`config.mk`:
```
export PLATFORM = sky130hd
export DESIGN_NAME = regfile_wb_arbiter
export DESIGN_NICKNAME = d
export VERILOG_FILES = /design/src/rtl/regfile_wb_arbiter.sv
export SDC_FILE = /design/constraint.sdc
export NUM_CORES = 1
export LEC_CHECK = 0
export ABC_AREA = 1
export BUFFER_PORTS_ARGS = -buffer_cell sky130_fd_sc_hd__buf_2
export CAP_MARGIN = 20
export CORE_ASPECT_RATIO = 1.25
export CORE_MARGIN = 4
export CORE_UTILIZATION = 56
export DETAILED_ROUTE_END_ITERATION = 16
export PLACE_DENSITY = 0.79
export SKIP_CTS_REPAIR_TIMING = 1
export SLEW_MARGIN = 30
export SYNTH_ARGS = -nofsm -noshare
export SYNTH_HDL_FRONTEND = slang
export SYNTH_SLANG_ARGS = --single-unit
```
`constraint.sdc`:
```
create_clock -name clk -period 4.5 [get_ports clk]
set_input_delay 0.675 -clock clk [delete_from_list [all_inputs] [get_ports clk]]
set_output_delay 0.675 -clock clk [all_outputs]
set_load 0.01 [all_outputs]
```
`src/rtl/regfile_wb_arbiter.sv`:
```
// regfile_wb_arbiter: shares the register-file write port among NUM_REQ
// write-back producers and tracks outstanding writes in a 64-entry scoreboard
// (index {isfloat, rd}) that drives the decode hazard.
// Optional macro RR_ARB_EN: round-robin arbitration; undefined -> fixed priority.
module regfile_wb_arbiter #(
  parameter int NUM_REQ = 3
) (
  input  logic                    clk,
  input  logic                    rst,
  input  logic [NUM_REQ-1:0]      req_valid,
  input  logic [5*NUM_REQ-1:0]    req_rd,
  input  logic [NUM_REQ-1:0]      req_isfloat,
  input  logic [32*NUM_REQ-1:0]   req_data,
  output logic [NUM_REQ-1:0]      req_ready,
  output logic                    wb_en,
  output logic [4:0]              wb_rd,
  output logic                    wb_isfloat,
  output logic [31:0]             wb_data,
  input  logic                    issue_valid,
  input  logic [4:0]              issue_rd,
  input  logic                    issue_isfloat,
  input  logic [4:0]              chk_rs1,
  input  logic [4:0]              chk_rs2,
  input  logic [4:0]              chk_rd,
  input  logic                    chk_rs1_f,
  input  logic                    chk_rs2_f,
  input  logic                    chk_rd_f,
  input  logic                    chk_rd_en,
  output logic                    hazard,
  output logic [6:0]              pending_cnt
);
  localparam int IW = (NUM_REQ > 1) ? $clog2(NUM_REQ) : 1;

  logic          gnt;
  logic [IW-1:0] gidx;
  int            sel_j;
  logic [4:0]    g_rd;
  logic          g_f;
  logic [31:0]   g_data;

  logic          wb_en_q, wb_en_d, wb_f_q, wb_f_d;
  logic [4:0]    wb_rd_q, wb_rd_d;
  logic [31:0]   wb_data_q, wb_data_d;
  logic [63:0]   sb_q, sb_d;
  logic [6:0]    cnt_q, cnt_d;
  logic          set_en, clr_en, inc, dec;
  logic [5:0]    set_idx, clr_idx, rs1_idx, rs2_idx, rd_idx;
  logic          rs1_hz, rs2_hz, rd_hz;

`ifdef RR_ARB_EN
  logic [IW-1:0] ptr_q, ptr_d;
`endif

  // Grant search: first valid requester starting at the pointer (or at 0)
  always_comb begin
    gnt       = 1'b0;
    gidx      = '0;
    req_ready = '0;
    sel_j     = 0;
    for (int k = 0; k < NUM_REQ; k++) begin
`ifdef RR_ARB_EN
      sel_j = int'(ptr_q) + k;
      if (sel_j >= NUM_REQ) sel_j = sel_j - NUM_REQ;
`else
      sel_j = k;
`endif
      if (!gnt && req_valid[sel_j]) begin
        gnt  = 1'b1;
        gidx = IW'(sel_j);
      end
    end
    if (rst) gnt = 1'b0;
    if (gnt) req_ready[gidx] = 1'b1;
  end

  assign g_rd   = req_rd[5*int'(gidx) +: 5];
  assign g_f    = req_isfloat[gidx];
  assign g_data = req_data[32*int'(gidx) +: 32];

`ifdef RR_ARB_EN
  // Pointer moves to the requester after the winner, only when a grant happens
  assign ptr_d = !gnt ? ptr_q :
                 (gidx == IW'(NUM_REQ-1)) ? '0 : gidx + 1'b1;
`endif

  // Write-port next state: x0 writes take the slot but never enable the port
  always_comb begin
    wb_en_d   = 1'b0;
    wb_rd_d   = wb_rd_q;
    wb_f_d    = wb_f_q;
    wb_data_d = wb_data_q;
    if (gnt) begin
      wb_en_d   = g_f || (g_rd != 5'd0);
      wb_rd_d   = g_rd;
      wb_f_d    = g_f;
      wb_data_d = g_data;
    end
  end

  assign set_idx = {issue_isfloat, issue_rd};
  assign set_en  = issue_valid && (issue_isfloat || (issue_rd != 5'd0));
  assign clr_idx = {wb_f_q, wb_rd_q};
  assign clr_en  = wb_en_q;

  // Scoreboard update; set wins over a same-index clear, count follows popcount
  always_comb begin
    sb_d = sb_q;
    if (clr_en) sb_d[clr_idx] = 1'b0;
    if (set_en) sb_d[set_idx] = 1'b1;
    inc   = set_en && !sb_q[set_idx];
    dec   = clr_en && sb_q[clr_idx] && !(set_en && (set_idx == clr_idx));
    cnt_d = cnt_q;
    if (inc && !dec && (cnt_q != 7'd64))      cnt_d = cnt_q + 7'd1;
    else if (dec && !inc && (cnt_q != 7'd0))  cnt_d = cnt_q - 7'd1;
  end

  assign rs1_idx = {chk_rs1_f, chk_rs1};
  assign rs2_idx = {chk_rs2_f, chk_rs2};
  assign rd_idx  = {chk_rd_f, chk_rd};
  // An entry being retired this cycle is already forwarded by the register file
  assign rs1_hz = (chk_rs1_f || (chk_rs1 != 5'd0)) && sb_q[rs1_idx] &&
                  !(clr_en && (clr_idx == rs1_idx));
  assign rs2_hz = (chk_rs2_f || (chk_rs2 != 5'd0)) && sb_q[rs2_idx] &&
                  !(clr_en && (clr_idx == rs2_idx));
  assign rd_hz  = chk_rd_en && (chk_rd_f || (chk_rd != 5'd0)) && sb_q[rd_idx] &&
                  !(clr_en && (clr_idx == rd_idx));
  assign hazard = rs1_hz || rs2_hz || rd_hz;

  // State registers
  always_ff @(posedge clk) begin
    if (rst) begin
      wb_en_q   <= 1'b0;
      wb_rd_q   <= '0;
      wb_f_q    <= 1'b0;
      wb_data_q <= '0;
      sb_q      <= '0;
      cnt_q     <= '0;
`ifdef RR_ARB_EN
      ptr_q     <= '0;
`endif
    end else begin
      wb_en_q   <= wb_en_d;
      wb_rd_q   <= wb_rd_d;
      wb_f_q    <= wb_f_d;
      wb_data_q <= wb_data_d;
      sb_q      <= sb_d;
      cnt_q     <= cnt_d;
`ifdef RR_ARB_EN
      ptr_q     <= ptr_d;
`endif
    end
  end

  assign wb_en       = wb_en_q;
  assign wb_rd       = wb_rd_q;
  assign wb_isfloat  = wb_f_q;
  assign wb_data     = wb_data_q;
  assign pending_cnt = cnt_q;

endmodule
```
==> results.ini <==
[layout]
final_common_cell=nand2_1
fillers=1497
drive_gt1_share_pct=17.0
seq_area_sq_um=2200
nets=1769
area_growth_pct=14.7
diodes=0
layout_common_cells=nand2_1 (461), o21ai_0 (195), buf_2 (193), a21oi_1 (184), nand3_1 (110)
multiInputGateArea_sq_um=5610
fin_util_pct=66.1

[run]
maxCapViolations=0

[placed_design]
portBuffers=194
dp_hpwl_microns=26600
place_congestion=1.05
pre_cts_slack_ps=802

[pwr]
finalPower_mw=2.60
p_leak_nw=4.34
ir_drop_mv=0.185
p_per_area_nw_per_um2=261

[setup_path]
worstSetupPathType=flip-flop to flip-flop
path_cells=buf_4 -> o21ai_0 -> nand2_1 -> nand2_1 -> nand2_1 -> nand2_1 -> nand2_1 -> nand2_1 -> nor2_1 -> nand2_1 -> nand2_1 -> nand2_4 -> ha_1 -> a21oi_1 -> inv_1 -> a31oi_1 -> nor2_1 -> o21ai_0 -> nand2_1 -> xor2_1 -> a21oi_2
path_max_fanout=35
start_kind=flip-flop
slowest_delay_ps=610
crit_required_ps=4740
end_kind=flip-flop
slowest_stage=dfxtp_2
critical_path_arrival_ps=3820
crit_top_cell=nand2_1

[clock_tree]
cts-root-buf=clkbuf_16
clk_latency_ps=350
tritoncts_num_sinks=110
ctsHtreeMaxLevel=3
cts_tree=built
cts_max_path_buffers=2
path_clk_slew_ps=70
numCtsBuffers=9

[drt]
dr.pass1.iters=8
vias=11100
wl_per_cell_microns=19.1
wirelength_microns=35000
drtIter0Drc=1520
via_per_inst=6.07
drc=0
final_antenna_net_count=0

[sta]
setup_violations=0
finalHoldViolations=0
clock.fmax_ghz=0.279
worst_slew_pin_slew_ps=736
post-route-min-period_ps=3580
tns_ps=0
grt_setup_unrepaired=false
layout_setup_ws_ps=919
hold_ws_ps=462
fin_skew_ps=10.7
drv_slew=0
max_slew_margin_pct=50.6
min_period_over_period_pct=79.6

[logic_synthesis]
yosysTopAreaCell=dfxtp_1
async_flop_share_pct=0
yosys.area.top_type_share_pct=25.3
synth_cell_types=45
synth.avg_cell_area_sq_um=5.85
seq_area_frac_synth_pct=25.3
synth_top_flop_cell=dfxtp_1
synth_fp_nets=1636
synthTopCellsByArea=dfxtp_1 (25%), nand2_1 (20%), o21ai_0 (11%), a21oi_1 (11%), nand3_1 (6.3%)
syn_area_sq_um=8690
ys_ff_latch=110
synth-edff-count=0
ys_warn_count=0
synth_cells=1485

[die]
fp.dieH_microns=147
start_util_pct=57.7
rows=50
io_pins=195
coreArea_sq_um=15100
fp.dieW_microns=119
fp.dieArea_sq_um=17600

[global_route]
antenna_found_initial=0
grt_pass1_vias=10100
grt_pass1_wl_microns=53300
grt_max_degree=98
grt_usage_pct=38.0
grt.overflow.total=0

[min_path]
hp-class=flip-flop to flip-flop

[status]
status=completed

==> routing by layer <==
layer / vias up / wire, microns / track usage [%]
met5: - / 0 / 0
met4: 0 / 2690 / 25.6
met3: 173 / 4040 / 6.97
met2: 810 / 15900 / 62.4
met1: 4829 / 12400 / 45.0
li1: 5285 / - / -
==> cells in the mapped netlist (3+ instances only) <==
| master | n |
|---|---|
| nor3_1 | 21 |
| xnor2_1 | 4 |
| nand3_1 | 110 |
| o21ai_1 | 6 |
| nor2_1 | 45 |
| o2111ai_1 | 4 |
| clkinv_1 | 6 |
| buf_1 | 11 |
| nor3_2 | 8 |
| o211ai_1 | 48 |
| o21ai_2 | 4 |
| buf_4 | 8 |
| a21oi_2 | 3 |
| o22ai_1 | 8 |
| a31oi_1 | 9 |
| buf_2 | 18 |
| dfxtp_1 | 110 |
| nand2_1 | 462 |
| nor2_4 | 4 |
| xor2_1 | 3 |
| ha_1 | 5 |
| clkbuf_1 | 56 |
| a221oi_1 | 7 |
| a21oi_1 | 184 |
| inv_1 | 102 |
| o21ai_0 | 195 |
| inv_2 | 8 |
| nand4_1 | 13 |
==> per-stage QoR <==
step,cell area (sq um),cells
5_1_grt,9970,1829
3_5_place_dp,9680,1815
3_3_place_gp,9670,1815
2_1_floorplan,8690,1485
6_report,9970,1829
4_1_cts,9960,1829
==> where the power goes <==
| group | total [mW] | switching [mW] | internal [mW] | leakage, nW |
|---|---|---|---|---|
| Clock | 0.794 | 0.365 | 0.429 | 0.138 |
| Sequential | 1.07 | 0.0530 | 1.02 | 0.896 |
| Combinational | 0.739 | 0.484 | 0.255 | 3.31 |
| Total | 2.60 | 0.902 | 1.70 | 4.34 |
==> state kept, by name, indices dropped and copies added, names as in the netlist <==
register and count:
wb_en 1, wb_rd 5, sb_q 64, wb_isfloat 1, wb_data 32, pending_cnt 7
==> critical path: cells and delay by family, from the launching register on <==
kind	cells	cell delay (ps)
and+or+nand+nor	12	1100
AOI/OAI and AO/OA	5	770
xor gates and xnor gates	1	170
DFF	1	610
adders and majority gates	1	360
buffers and inverters	2	440
==> logic make-up after synthesis <==
family	synth area share (%)
XOR/XNOR	0.705
adder cells (fa/ha/maj)	0.950
AND/OR/NAND/NOR	33.0
AO/OA/AOI/OAI	29.8
buffers and inverters	10.2
flip-flops	25.3
==> final timing paths <==
kind | cells after the start | startpoint | endpoint | slack (ps)
hold reg to reg | 2 | wb_data[24] | wb_data[24] | 460
setup / recovery | 21 | wb_rd[0] | pending_cnt[5] | 920
setup reg to reg | 21 | wb_rd[0] | pending_cnt[5] | 920
hold / removal | 2 | wb_data[24] | wb_data[24] | 460
==> area by class of cell <==
cell class / count / area share (%)
clock inverters: 5 / 0.603
flip-flops and latches: 110 / 22.1
well taps: 208 / 2.61
multi-input cells: 1161 / 56.3
repair buffers: 219 / 11.7
clock buffers: 9 / 2.26
inverters: 117 / 4.43
No activity file was read; power rests on OpenSTA's default activity.
